## src/rtl/chk_pkg.sv

```systemverilog
// Shared types, default constants and helpers for the DM result checker.
package chk_pkg;

   typedef enum logic [1:0] {
      RUN        = 2'd0,
      CHECK_REQ  = 2'd1,
      CHECK_WAIT = 2'd2,
      DONE       = 2'd3
   } chk_state_e;

   localparam int unsigned DEF_END_ADDR   = 'h3fff;
   localparam int unsigned DEF_TEST_START = 'h2000;
   localparam logic [31:0] DEF_END_CODE   = 32'hFFFF_FFFF;

   // Widest counter the saturating helper supports.
   localparam int unsigned CNT_MAX_W = 64;

   // Increment v, holding at all-ones of a w-bit counter (w <= CNT_MAX_W).
   function automatic logic [CNT_MAX_W-1:0] sat_inc(input logic [CNT_MAX_W-1:0] v,
                                                    input int unsigned          w);
      logic [CNT_MAX_W-1:0] ones;
      ones = (w >= CNT_MAX_W) ? '1 : ((CNT_MAX_W'(1) << w) - CNT_MAX_W'(1));
      return (v == ones) ? v : v + CNT_MAX_W'(1);
   endfunction

endpackage

```

## src/rtl/evt_counter_bank.sv

```systemverilog
// Bank of saturating event counters that stop counting while freeze is high.
module evt_counter_bank
   import chk_pkg::*;
#(
   parameter int NUM_EVT = 2,
   parameter int CNT_W   = 64
) (
   input  logic                     clk,
   input  logic                     rst,
   input  logic                     freeze,
   input  logic [NUM_EVT-1:0]       evt_inc,
   output logic [NUM_EVT*CNT_W-1:0] evt_cnt
);

   logic [NUM_EVT*CNT_W-1:0] cnt_q, cnt_d;

   // Per-channel saturating increment on each pulse unless frozen.
   always_comb begin
      // NOTE: every combinational output gets a default first so no path leaves it unassigned (no latch).
      cnt_d = cnt_q;
      for (int k = 0; k < NUM_EVT; k++) begin
         if (!freeze && evt_inc[k]) begin
            cnt_d[k*CNT_W +: CNT_W] =
               CNT_W'(sat_inc(CNT_MAX_W'(cnt_q[k*CNT_W +: CNT_W]), CNT_W));
         end
      end
   end

   // Counter register.
   always_ff @(posedge clk or negedge rst) begin
      // NOTE: state registers use non-blocking assignments so all flops update together.
      if (!rst) cnt_q <= '0;
      else      cnt_q <= cnt_d;
   end

   assign evt_cnt = cnt_q;

endmodule

```

## config.mk

```make
export PLATFORM = sky130hd
export DESIGN_NAME = evt_counter_bank
export DESIGN_NICKNAME = d
export VERILOG_FILES = /design/src/rtl/chk_pkg.sv /design/src/rtl/evt_counter_bank.sv
export SDC_FILE = /design/constraint.sdc
export NUM_CORES = 1
export LEC_CHECK = 0
export BUFFER_PORTS_ARGS = -buffer_cell sky130_fd_sc_hd__buf_4
export CAP_MARGIN = 20
export CORE_ASPECT_RATIO = 0.8
export CORE_MARGIN = 4
export CORE_UTILIZATION = 40
export CTS_CLUSTER_DIAMETER = 120
export DETAILED_ROUTE_END_ITERATION = 6
export GPL_ROUTABILITY_DRIVEN = 0
export PLACE_DENSITY_LB_ADDON = 0.1
export SYNTH_ARGS = -nofsm -noshare
export SYNTH_HDL_FRONTEND = slang
export SYNTH_SLANG_ARGS = --single-unit
```

## constraint.sdc

```tcl
create_clock -name clk -period 2.95 [get_ports clk]
set_clock_uncertainty 0.05 [all_clocks]
set_input_delay 0.59 -clock clk [delete_from_list [all_inputs] [get_ports clk]]
set_output_delay 0.59 -clock clk [all_outputs]
set_load 0.05 [all_outputs]
```

Word-level counts from Yosys, hierarchy flattened. Cells that the tools add are included.

$add $sub $neg: 2. Equal/unequal tests: 2. Bitwise gates (word level): 2. Reductions and logical operators: 5.

Operators with widths (count): $add A64 B1 Y64 const B (2); $eq A64 B64 Y1 const B (2); $reduce_and A2 Y1 (2); $logic_and A1 B1 Y1 (2); $not A1 Y1 (2); $logic_not A1 Y1 (1).

Flip-flop bits (word level): 128. Bits of input ports: 5. Output and inout bits: 128. Logic and storage cells: 13.

Logic depth before layout (Yosys ltp). Gate-level depths: netlist of the first run.

Word-level depth: 3. Depth in mapped cells: 8. Gate-level depth less buffers: 7.

Least setup slack after synthesis of the first run. No wires, ideal clock.

Kind: reg2reg. Start point: register cnt_q[101], in the netlist evt_cnt[101]. End point: register cnt_q[126], in the netlist evt_cnt[126]. Setup time: 0.143 ns. Arrival: 2.460 ns. Required time: 2.757 ns. Setup slack: 0.297 ns. Stages on the path, launching flop included: 7. Buffers on the path: 0. Clock period less this slack: 2.653 ns. Path through: dfrtp_1 > nand4_1 > or4_1 > or4_1 > nor3b_2 > nand3_1 > xnor2_1.

Word-level cells in the longest chain between the ends: 3. Elaborated cells between the ends (all ways): 4. Those cells by class: 1 x add/sub; 1 x eq/ne; 1 x bitwise; 1 x reduce/logical.

Ends and longest elaborated chain: start: declaration (RTL line evt_counter_bank.sv:15) `logic [NUM_EVT*CNT_W-1:0] cnt_q, cnt_d;`; start signal: assignment (RTL line evt_counter_bank.sv:33) `else cnt_q <= cnt_d;`; parallel branches: the longest is 3 deep, another holds $add A64 B1 Y64.

Several ways; the timed one is not identified. A chain may end at the register's enable or synchronous reset.

Final worst setup path of the first run.
Start point: register cnt_q[76], in the netlist evt_cnt[76]. End point: register cnt_q[91], in the netlist evt_cnt[91].

The elaborated chain is that of the path after synthesis.

==> results.json, run 1 <==
{
  "syn-cell-area_mm2": 0.00648,
  "vias_per_cell": 5.48,
  "drv_cap": 0,
  "n_antenna_cell": 0,
  "drt.antenna.violating_nets": 0,
  "setup_ws_ns": 0.314,
  "root_buffer": "clkbuf_16",
  "final_cells": 1051,
  "clockBufferDepth": 2,
  "timing.hold.ws_ns": 0.0598,
  "hold_viol_final": 0,
  "rr_endpoint": "evt_cnt[91]",
  "grt_overflow": 0,
  "syn_to_final_growth_pct": 31.9,
  "die_w_um": 150,
  "synth.distinct_cells": 39,
  "wl_met1_um": 9660,
  "critPathBufInv": 1,
  "cp_slowest_stage_delay_ns": 0.66,
  "min_period_ns": 2.64,
  "power_leakage_nw": 3.95,
  "hpwl_um": 14700,
  "grt_pass1_wl_um": 30700,
  "slew_headroom": 0.512,
  "reg2reg_slack_ns": 0.31,
  "worstSetupEndpointType": "register",
  "yosys-top-cells-area": "dfrtp_1 49%, xnor2_1 9.7%, xor2_1 7.0%, nand4_1 6.9%, nand3_1 4.2%",
  "fin_setup_tns_ns": 0,
  "wl_um": 19500,
  "grt_antenna_before_repair": 0,
  "finalMaxSlewViolations": 0,
  "worst_slew_pin_slew_ns": 0.725,
  "path_cells": "nand4_1 > nor4_1 > nand4_1 > o21ai_0 > buf_4 > nor3_1 > xor2_1",
  "hold_class": "in -> async",
  "largest_reg_flops": 128,
  "grt_pass1_vias": 5379,
  "met2_length_um": 7780,
  "avgSynthCellArea_um2": 9.86,
  "dr.max_layer_used": "met4",
  "crit_path_frequent_cell": "nand4_1",
  "crit_fanout": 6,
  "rows": 41,
  "numPlacedInstances": 1019,
  "synth_top_area_cell": "dfrtp_1",
  "cts_setup_buffers": 0,
  "cp.arrival_ns": 2.88,
  "syn_inst": 657,
  "peakVddDrop_mv": 0.401,
  "cts_tree": "built",
  "utilization": 0.541,
  "ys_warn_count": 0,
  "initial_utilization": 0.410,
  "clkTransAtPathRegs_ns": 0.06,
  "clock-sinks": 128,
  "fmax_mhz": 379,
  "r2r-start": "evt_cnt[76]",
  "cp_top_family": "simple AND/OR/NAND/NOR gates",
  "numCtsBuffers": 17,
  "ctsHoldBuffers": 0,
  "wl_per_cell_um": 18.5,
  "io_pins": 133,
  "crit_required_ns": 3.20,
  "outcome": "finished clean",
  "fin_area_mm2": 0.00855,
  "powerDensity_mw_per_mm2": 569,
  "grtUsageTotal": 0.218,
  "grt_max_degree": 83,
  "start_kind": "register",
  "setup_viol_count_final": 0,
  "synth_top_area_frac": 0.494,
  "fin_crit_sh": 0.893,
  "io_buffers": 132,
  "insertion_delay_ns": 0.43,
  "crit_slowest_cell": "nor4_1",
  "drive_gt1_frac": 0.242,
  "ctsResizeCount": 0,
  "met3_wirelength_um": 1850,
  "vias": 5755,
  "pre_cts_slack_ns": 0.408,
  "power_mw": 4.86,
  "drt_iter0_drc": 352,
  "synth_nets": 664,
  "synth_seq_cells": 128,
  "nNetsFinal": 830,
  "r2r_cells": 7,
  "rsz0062_at_grt": "no",
  "core_area_mm2": 0.0158,
  "setup.worst_path.class": "reg -> reg",
  "drt_pass1_iterations": 5,
  "die-area_mm2": 0.0183,
  "seq_area_frac_synth": 0.494,
  "drc": 0,
  "placed_cell_area_mm2": 0.00789,
  "h-tree-depth": 4,
  "die_h_um": 122
}
-- where the power goes --
part / internal, mW / switching, mW
sequential: 1.83 / 0.114
combinational: 0.172 / 0.396
clock: 1.52 / 0.829
-- metal layers --
metal,track usage,vias to the layer above
li1,-,2708
met1,0.342,2809
met2,0.281,219
met3,0.0807,19
met4,0.0537,0
met5,0,-
-- cells in the final DEF, fill, tap and decap left out, drive strengths merged --
cell / n
or4: 5
mux2: 1
nand3: 55
nand2b: 4
and3: 16
xor2: 52
and4b: 1
o21ai: 9
inv: 12
nor2: 52
and2: 4
a21oi: 5
nor3b: 2
xnor2: 72
dfrtp: 128
clkbuf: 18
or3: 3
nor3: 43
nand2: 65
a31oi: 1
nor4: 24
or2: 3
nor2b: 3
nand4: 73
bufinv: 5
and4: 9
nand4b: 3
clkinv: 9
buf: 156
ha: 2
nor4b: 1
-- cell usage after synthesis, drive strengths merged --
cell type and instances:
clkbuf 6, nand4b 3, and3 16, ha 2, inv 12, or2 3, and4b 1, nor4b 1
nor2 52, mux2 1, nand2 65, xor2 52, nand4 73, nor4 24, or4 5, nor3b 2
a21oi 5, buf 3, nand2b 4, xnor2 72, o21ai 9, nor2b 3, nor3 43, dfrtp 128
and4 9, nand3 55, and2 4, a31oi 1, or3 3
-- final cells by class --
type | count | area, um^2
Fill cell | 1489 | 7250
Sequential cell | 128 | 3200
Multi-Input combinational cell | 508 | 3190
Timing Repair Buffer | 156 | 1180
Clock buffer | 18 | 439
Tap cell | 215 | 269
Clock inverter | 14 | 214
Inverter | 12 | 45.0
-- cell families after synthesis --
kind of cell	share of synthesized area
and+or+nand+nor	0.307
DFF	0.494
xor gates and xnor gates	0.168
buffers and inverters	0.0127
AOI/OAI and AO/OA	0.0129
adders and majority gates	0.00386
muxes	0.00174
-- how the worst max path moves through the flow --
stage	startpoint	depth (start not counted)	to	slack, ns
floorplan	evt_cnt[101]	6	evt_cnt[126]	0.30
global placement	evt_cnt[92]	7	evt_cnt[95]	0.39
detailed placement	evt_cnt[76]	7	evt_cnt[91]	0.41
CTS	evt_cnt[76]	7	evt_cnt[91]	0.40
global route	evt_cnt[76]	7	evt_cnt[91]	0.09
finish	evt_cnt[76]	7	evt_cnt[91]	0.31
No activity file was read; power rests on OpenSTA's default activity.
==> run 2: changes to the inputs <==
- CORE_ASPECT_RATIO: 0.8 -> 0.7
- clock period: 2.95 -> 3.3 ns (I/O delays scaled with it)
==> run 2 against run 1 <==
Compared with the run above:
- register-to-register slack hardly changed
- critical path depth is 1 lower
- die area is 0.11% higher
- sequential share of layout area is 0.57 points higher
- worst hold slack better by 0.19 ns
- via count is 0.71% higher
- sequential power is 10% lower
- utilization is 0.43 points lower
- clock power is 15% lower
- largest cell class unchanged
==> results.json, run 2 (synthesized netlist as in run 1, its figures left out) <==
{
  "vias_per_cell": 5.65,
  "setup_ws_ns": 0.318,
  "crit_slowest_cell": "nor4_1",
  "final_common_cell": "buf_4",
  "insertion_delay_ns": 0.42,
  "clkTransAtPathRegs_ns": 0.06,
  "pre_cts_slack_ns": 0.261,
  "wl_per_cell_um": 19.4,
  "drt_pass1_iterations": 5,
  "wl_um": 19900,
  "use_met3": 0.0774,
  "grt_pass1_vias": 5518,
  "cp_slowest_stage_delay_ns": 0.84,
  "core_area_mm2": 0.0157,
  "syn_to_final_growth_pct": 30.0,
  "path_cells": "nand4_1 > nor4_1 > nand4_1 > o21ai_0 > nor3_1 > xor2_1",
  "worstSetupEndpointType": "register",
  "grt_pass1_wl_um": 32300,
  "clock-sinks": 128,
  "n_antenna_cell": 0,
  "crit_required_ns": 3.54,
  "cp.arrival_ns": 3.22,
  "peakVddDrop_mv": 0.333,
  "grtUsageMet1": 0.364,
  "outcome": "finished clean",
  "cts_tree": "built",
  "io_pins": 133,
  "drv_cap": 0,
  "grt_util_met2": 0.279,
  "setup_viol_count_final": 0,
  "powerDensity_mw_per_mm2": 505,
  "drc": 0,
  "rsz0062_at_grt": "no",
  "io_buffers": 132,
  "ctsHoldBuffers": 0,
  "die_h_um": 114,
  "worst_slew_pin_slew_ns": 0.896,
  "crit_fanout": 6,
  "initial_utilization": 0.413,
  "nNetsFinal": 820,
  "grt_antenna_before_repair": 0,
  "fin_crit_sh": 0.904,
  "reg2reg_slack_ns": 0.32,
  "finalMaxSlewViolations": 0,
  "start_kind": "register",
  "numCtsBuffers": 17,
  "drt_iter0_drc": 425,
  "final_cell_mix": "145 x buf_4, 128 x dfrtp_1, 72 x xnor2_1",
  "clockBufferDepth": 2,
  "grtUsageTotal": 0.225,
  "largest_reg_flops": 128,
  "busiest_layer": "met1",
  "h-tree-depth": 4,
  "crit_path_frequent_cell": "nand4_1",
  "hold_viol_final": 0,
  "drt.antenna.violating_nets": 0,
  "die-area_mm2": 0.0183,
  "power_leakage_nw": 3.88,
  "vias": 5796,
  "fmax_mhz": 335,
  "fin_setup_tns_ns": 0,
  "grt_max_degree": 57,
  "root_buffer": "clkbuf_16",
  "min_period_ns": 2.98,
  "setup.worst_path.class": "reg -> reg",
  "hpwl_um": 15000,
  "grt_overflow": 0,
  "slew_headroom": 0.402,
  "rows": 38,
  "drive_gt1_frac": 0.230,
  "hold_class": "in -> async",
  "die_w_um": 160
}
[run 2: cell types whose count changed in the layout (fill, tap and decap cells not counted)]
| cell | change |
|---|---|
| clkinvlp_4 | +3 |
| clkbuf_1 | +1 |
| clkinv_4 | -5 |
| clkbuf_8 | +1 |
| bufinv_16 | -1 |
| o21ai_0 | -1 |
| o21ai_1 | +1 |
| buf_4 | -10 |
[run 2: area by class of cell]
cell class / count / area, um^2
Fill cell: 1447 / 7270
Timing Repair Buffer: 146 / 1110
Clock inverter: 11 / 163
Tap cell: 200 / 250
Sequential cell: 128 / 3200
Inverter: 12 / 45.0
Clock buffer: 20 / 457
Multi-Input combinational cell: 508 / 3190
[run 2: layer usage]
layer	up-vias	wire [um]
met5	-	0
met4	0	202
met3	19	1880
met2	231	7650
met1	2850	10200
li1	2696	-
[run 2: final timing paths]
kind	from	endpoint	cells past startpoint
min reg2reg	evt_cnt[28]	evt_cnt[28]	1
min in group clk	evt_cnt[28]	evt_cnt[28]	1
min	rst	evt_cnt[23]	1
max reg2reg	evt_cnt[76]	evt_cnt[87]	6
max in group asynchronous	rst	evt_cnt[41]	2
max	evt_cnt[76]	evt_cnt[87]	6
[run 2: power by group]
| part | switching, mW | internal (mW) | leakage [nW] |
|---|---|---|---|
| Combinational | 0.366 | 0.150 | 1.84 |
| Sequential | 0.104 | 1.64 | 1.74 |
| Clock | 0.699 | 1.29 | 0.298 |
[run 2: stage by stage]
step | instances | total power, mW | util | hold slack, ns | instance area (um^2)
floorplan | 657 | 2.08 | - | 0.314 | 6480
global placement | 994 | 2.28 | 0.497 | 0.432 | 7800
detailed placement | 994 | 2.29 | 0.497 | 0.440 | 7800
CTS | 1025 | 4.28 | 0.537 | 0.271 | 8420
global route | 1025 | 4.39 | 0.537 | 0.315 | 8420
finish | 1025 | 4.25 | 0.537 | 0.251 | 8420
[run 2: what timing repair did]
item / CTS / global route
endpoints found under the setup margin: 0 / 4
setup buffers: 0 / 0
resized for setup: 0 / 1
[run 2: worst max-delay path, delay by kind of cell, from the launching register on]
family,cells,cell delay [ns]
simple gates,4,1.53
flops,1,0.43
xor+xnor,1,0.17
compound gates,1,0.67
==> run 3: changes to the inputs <==
- CORE_ASPECT_RATIO: 0.7 -> 0.5
- REMOVE_ABC_BUFFERS: default -> 1
==> run 3 against run 2 <==
Compared with the run above:
- clock-buffer cell count fell by 3
- worst hold slack got worse by 0.10 ns
- routed wire length is 5.6% lower
- via count is 1.8% lower
- sequential share of layout area rose by 0.23 points
- global-route usage shrank 1.8 points
- die area is 0.49% higher
- clock power shrank 4%
- register-to-register slack gained 0.27 ns
- flip-flop and latch count did not move
- utilization down 0.071 points
- worst setup slack improved by 0.27 ns
- critical endpoint is now evt_cnt[114]
- highest routed layer unchanged
==> results.json, run 3 (synthesized netlist as in run 1, its figures left out) <==
{
  "crit_required_ns": 3.55,
  "grt_max_degree": 58,
  "ctsHoldBuffers": 0,
  "worstSetupEndpointType": "register",
  "drt_iter0_drc": 308,
  "vias_per_cell": 5.55,
  "seq_power_share": 0.417,
  "powerDensity_mw_per_mm2": 497,
  "initial_utilization": 0.415,
  "hold_class": "in -> async",
  "wl_per_cell_um": 18.3,
  "n_fill_cell": 1484,
  "slew_headroom": 0.401,
  "grt_pass1_vias": 5643,
  "drc": 0,
  "nNetsFinal": 816,
  "die_h_um": 98.0,
  "rsz0062_at_grt": "no",
  "final_cell_mix": "141 x buf_4, 128 x dfrtp_1, 72 x xnor2_1",
  "h-tree-depth": 4,
  "power_switching_mw": 1.19,
  "crit_fanout": 6,
  "fin_crit_sh": 0.821,
  "hpwl_um": 13700,
  "io_buffers": 132,
  "numCtsBuffers": 17,
  "io_pins": 133,
  "core_area_mm2": 0.0156,
  "power_leakage_nw": 3.84,
  "finalMaxSlewViolations": 0,
  "outcome": "finished clean",
  "min_period_ns": 2.71,
  "power.share.switching": 0.287,
  "cp.arrival_ns": 2.96,
  "clockBufferDepth": 2,
  "wl_um": 18800,
  "setup.worst_path.class": "reg -> reg",
  "syn_to_final_growth_pct": 29.2,
  "die_w_um": 188,
  "ctsResizeCount": 0,
  "clkTransAtPathRegs_ns": 0.06,
  "fin_setup_tns_ns": 0,
  "timing.hold.ws_ns": 0.149,
  "start_kind": "register",
  "intPower_mw": 2.97,
  "drt.antenna.violating_nets": 0,
  "setup_viol_count_final": 0,
  "vias": 5689,
  "r2r-start": "evt_cnt[76]",
  "rows": 32,
  "cts_setup_buffers": 0,
  "final_common_cell": "buf_4",
  "drive_gt1_frac": 0.228,
  "grtUsageTotal": 0.207,
  "peakVddDrop_mv": 0.323,
  "insertion_delay_ns": 0.43,
  "rr_endpoint": "evt_cnt[114]",
  "grt_pass1_wl_um": 30600,
  "r2r_cells": 6,
  "reg2reg_slack_ns": 0.59,
  "grt_overflow": 0,
  "fmax_mhz": 369,
  "pwr-share-comb": 0.121,
  "cts_tree": "built",
  "hold_viol_final": 0,
  "drv_cap": 0,
  "die-area_mm2": 0.0184,
  "clock-sinks": 128,
  "root_buffer": "clkbuf_16",
  "power_frac_clock": 0.462,
  "largest_reg_flops": 128,
  "worst_slew_pin_slew_ns": 0.898,
  "n_antenna_cell": 0,
  "drt_pass1_iterations": 5,
  "grt_antenna_before_repair": 0
}
-- run 3: changes by cell type in the layout (fill, tap and decap cells not counted), sizes merged --
| cell | previous run | this run |
|---|---|---|
| buf | 146 | 142 |
| bufinv | 4 | 3 |
| clkbuf | 20 | 17 |
| clkinv | 4 | 7 |
| inv | 12 | 13 |
-- run 3: metrics by stage --
step / util / cells / power (mW) / worst slack, ns / instance area [um^2]
2_1_floorplan: - / 648 / 2.07 / 0.647 / 6440
3_3_place_gp: 0.498 / 994 / 2.27 / 0.643 / 7770
3_5_place_dp: 0.498 / 994 / 2.27 / 0.634 / 7770
4_1_cts: 0.536 / 1025 / 4.20 / 0.574 / 8370
5_1_grt: 0.536 / 1025 / 4.32 / 0.342 / 8370
6_report: 0.536 / 1025 / 4.16 / 0.590 / 8370
-- run 3: power groups by stage --
stage	clock network [mW]	registers, mW	logic (mW)
2_1_floorplan	0	1.97	0.101
3_3_place_gp	0	1.76	0.508
3_5_place_dp	0	1.76	0.511
4_1_cts	1.96	1.73	0.511
5_1_grt	2.03	1.75	0.535
6_report	1.92	1.74	0.503
-- run 3: final cells by class --
| type | count | area (um^2) | area share |
|---|---|---|---|
| Multi-Input combinational cell | 508 | 3190 | 0.381 |
| Clock inverter | 14 | 168 | 0.0200 |
| Inverter | 12 | 45.0 | 0.00538 |
| Sequential cell | 128 | 3200 | 0.383 |
| Timing Repair Buffer | 142 | 1080 | 0.129 |
| Clock buffer | 17 | 425 | 0.0508 |
| Tap cell | 204 | 255 | 0.0305 |
-- run 3: worst max path at each step --
stage          cells after the start    startpoint  slack, ns      endpoint
2_1_floorplan                      6  evt_cnt[101]       0.65  evt_cnt[126]
3_3_place_gp                       7   evt_cnt[11]       0.64   evt_cnt[42]
4_1_cts                            7   evt_cnt[11]       0.57   evt_cnt[42]
3_5_place_dp                       7   evt_cnt[11]       0.63   evt_cnt[42]
6_report                           6   evt_cnt[76]       0.59  evt_cnt[114]
5_1_grt                            8    evt_cnt[0]       0.34   evt_cnt[42]
-- run 3: per-layer routing --
layer,global-route usage,share of wire,vias to the layer above
met3,0.0564,0.055,21
met4,0.0524,0.010,0
met2,0.334,0.48,159
met5,0,0,-
li1,-,-,2669
met1,0.279,0.46,2840
-- run 3: worst max-delay path, stage by stage, from the launching register on --
cell and delay (ns):
dfrtp_1 0.43, nand4_1 0.30, nor4_1 0.74, nand4_1 0.37
nand4_1 0.39, nor2b_1 0.14, xor2_1 0.16
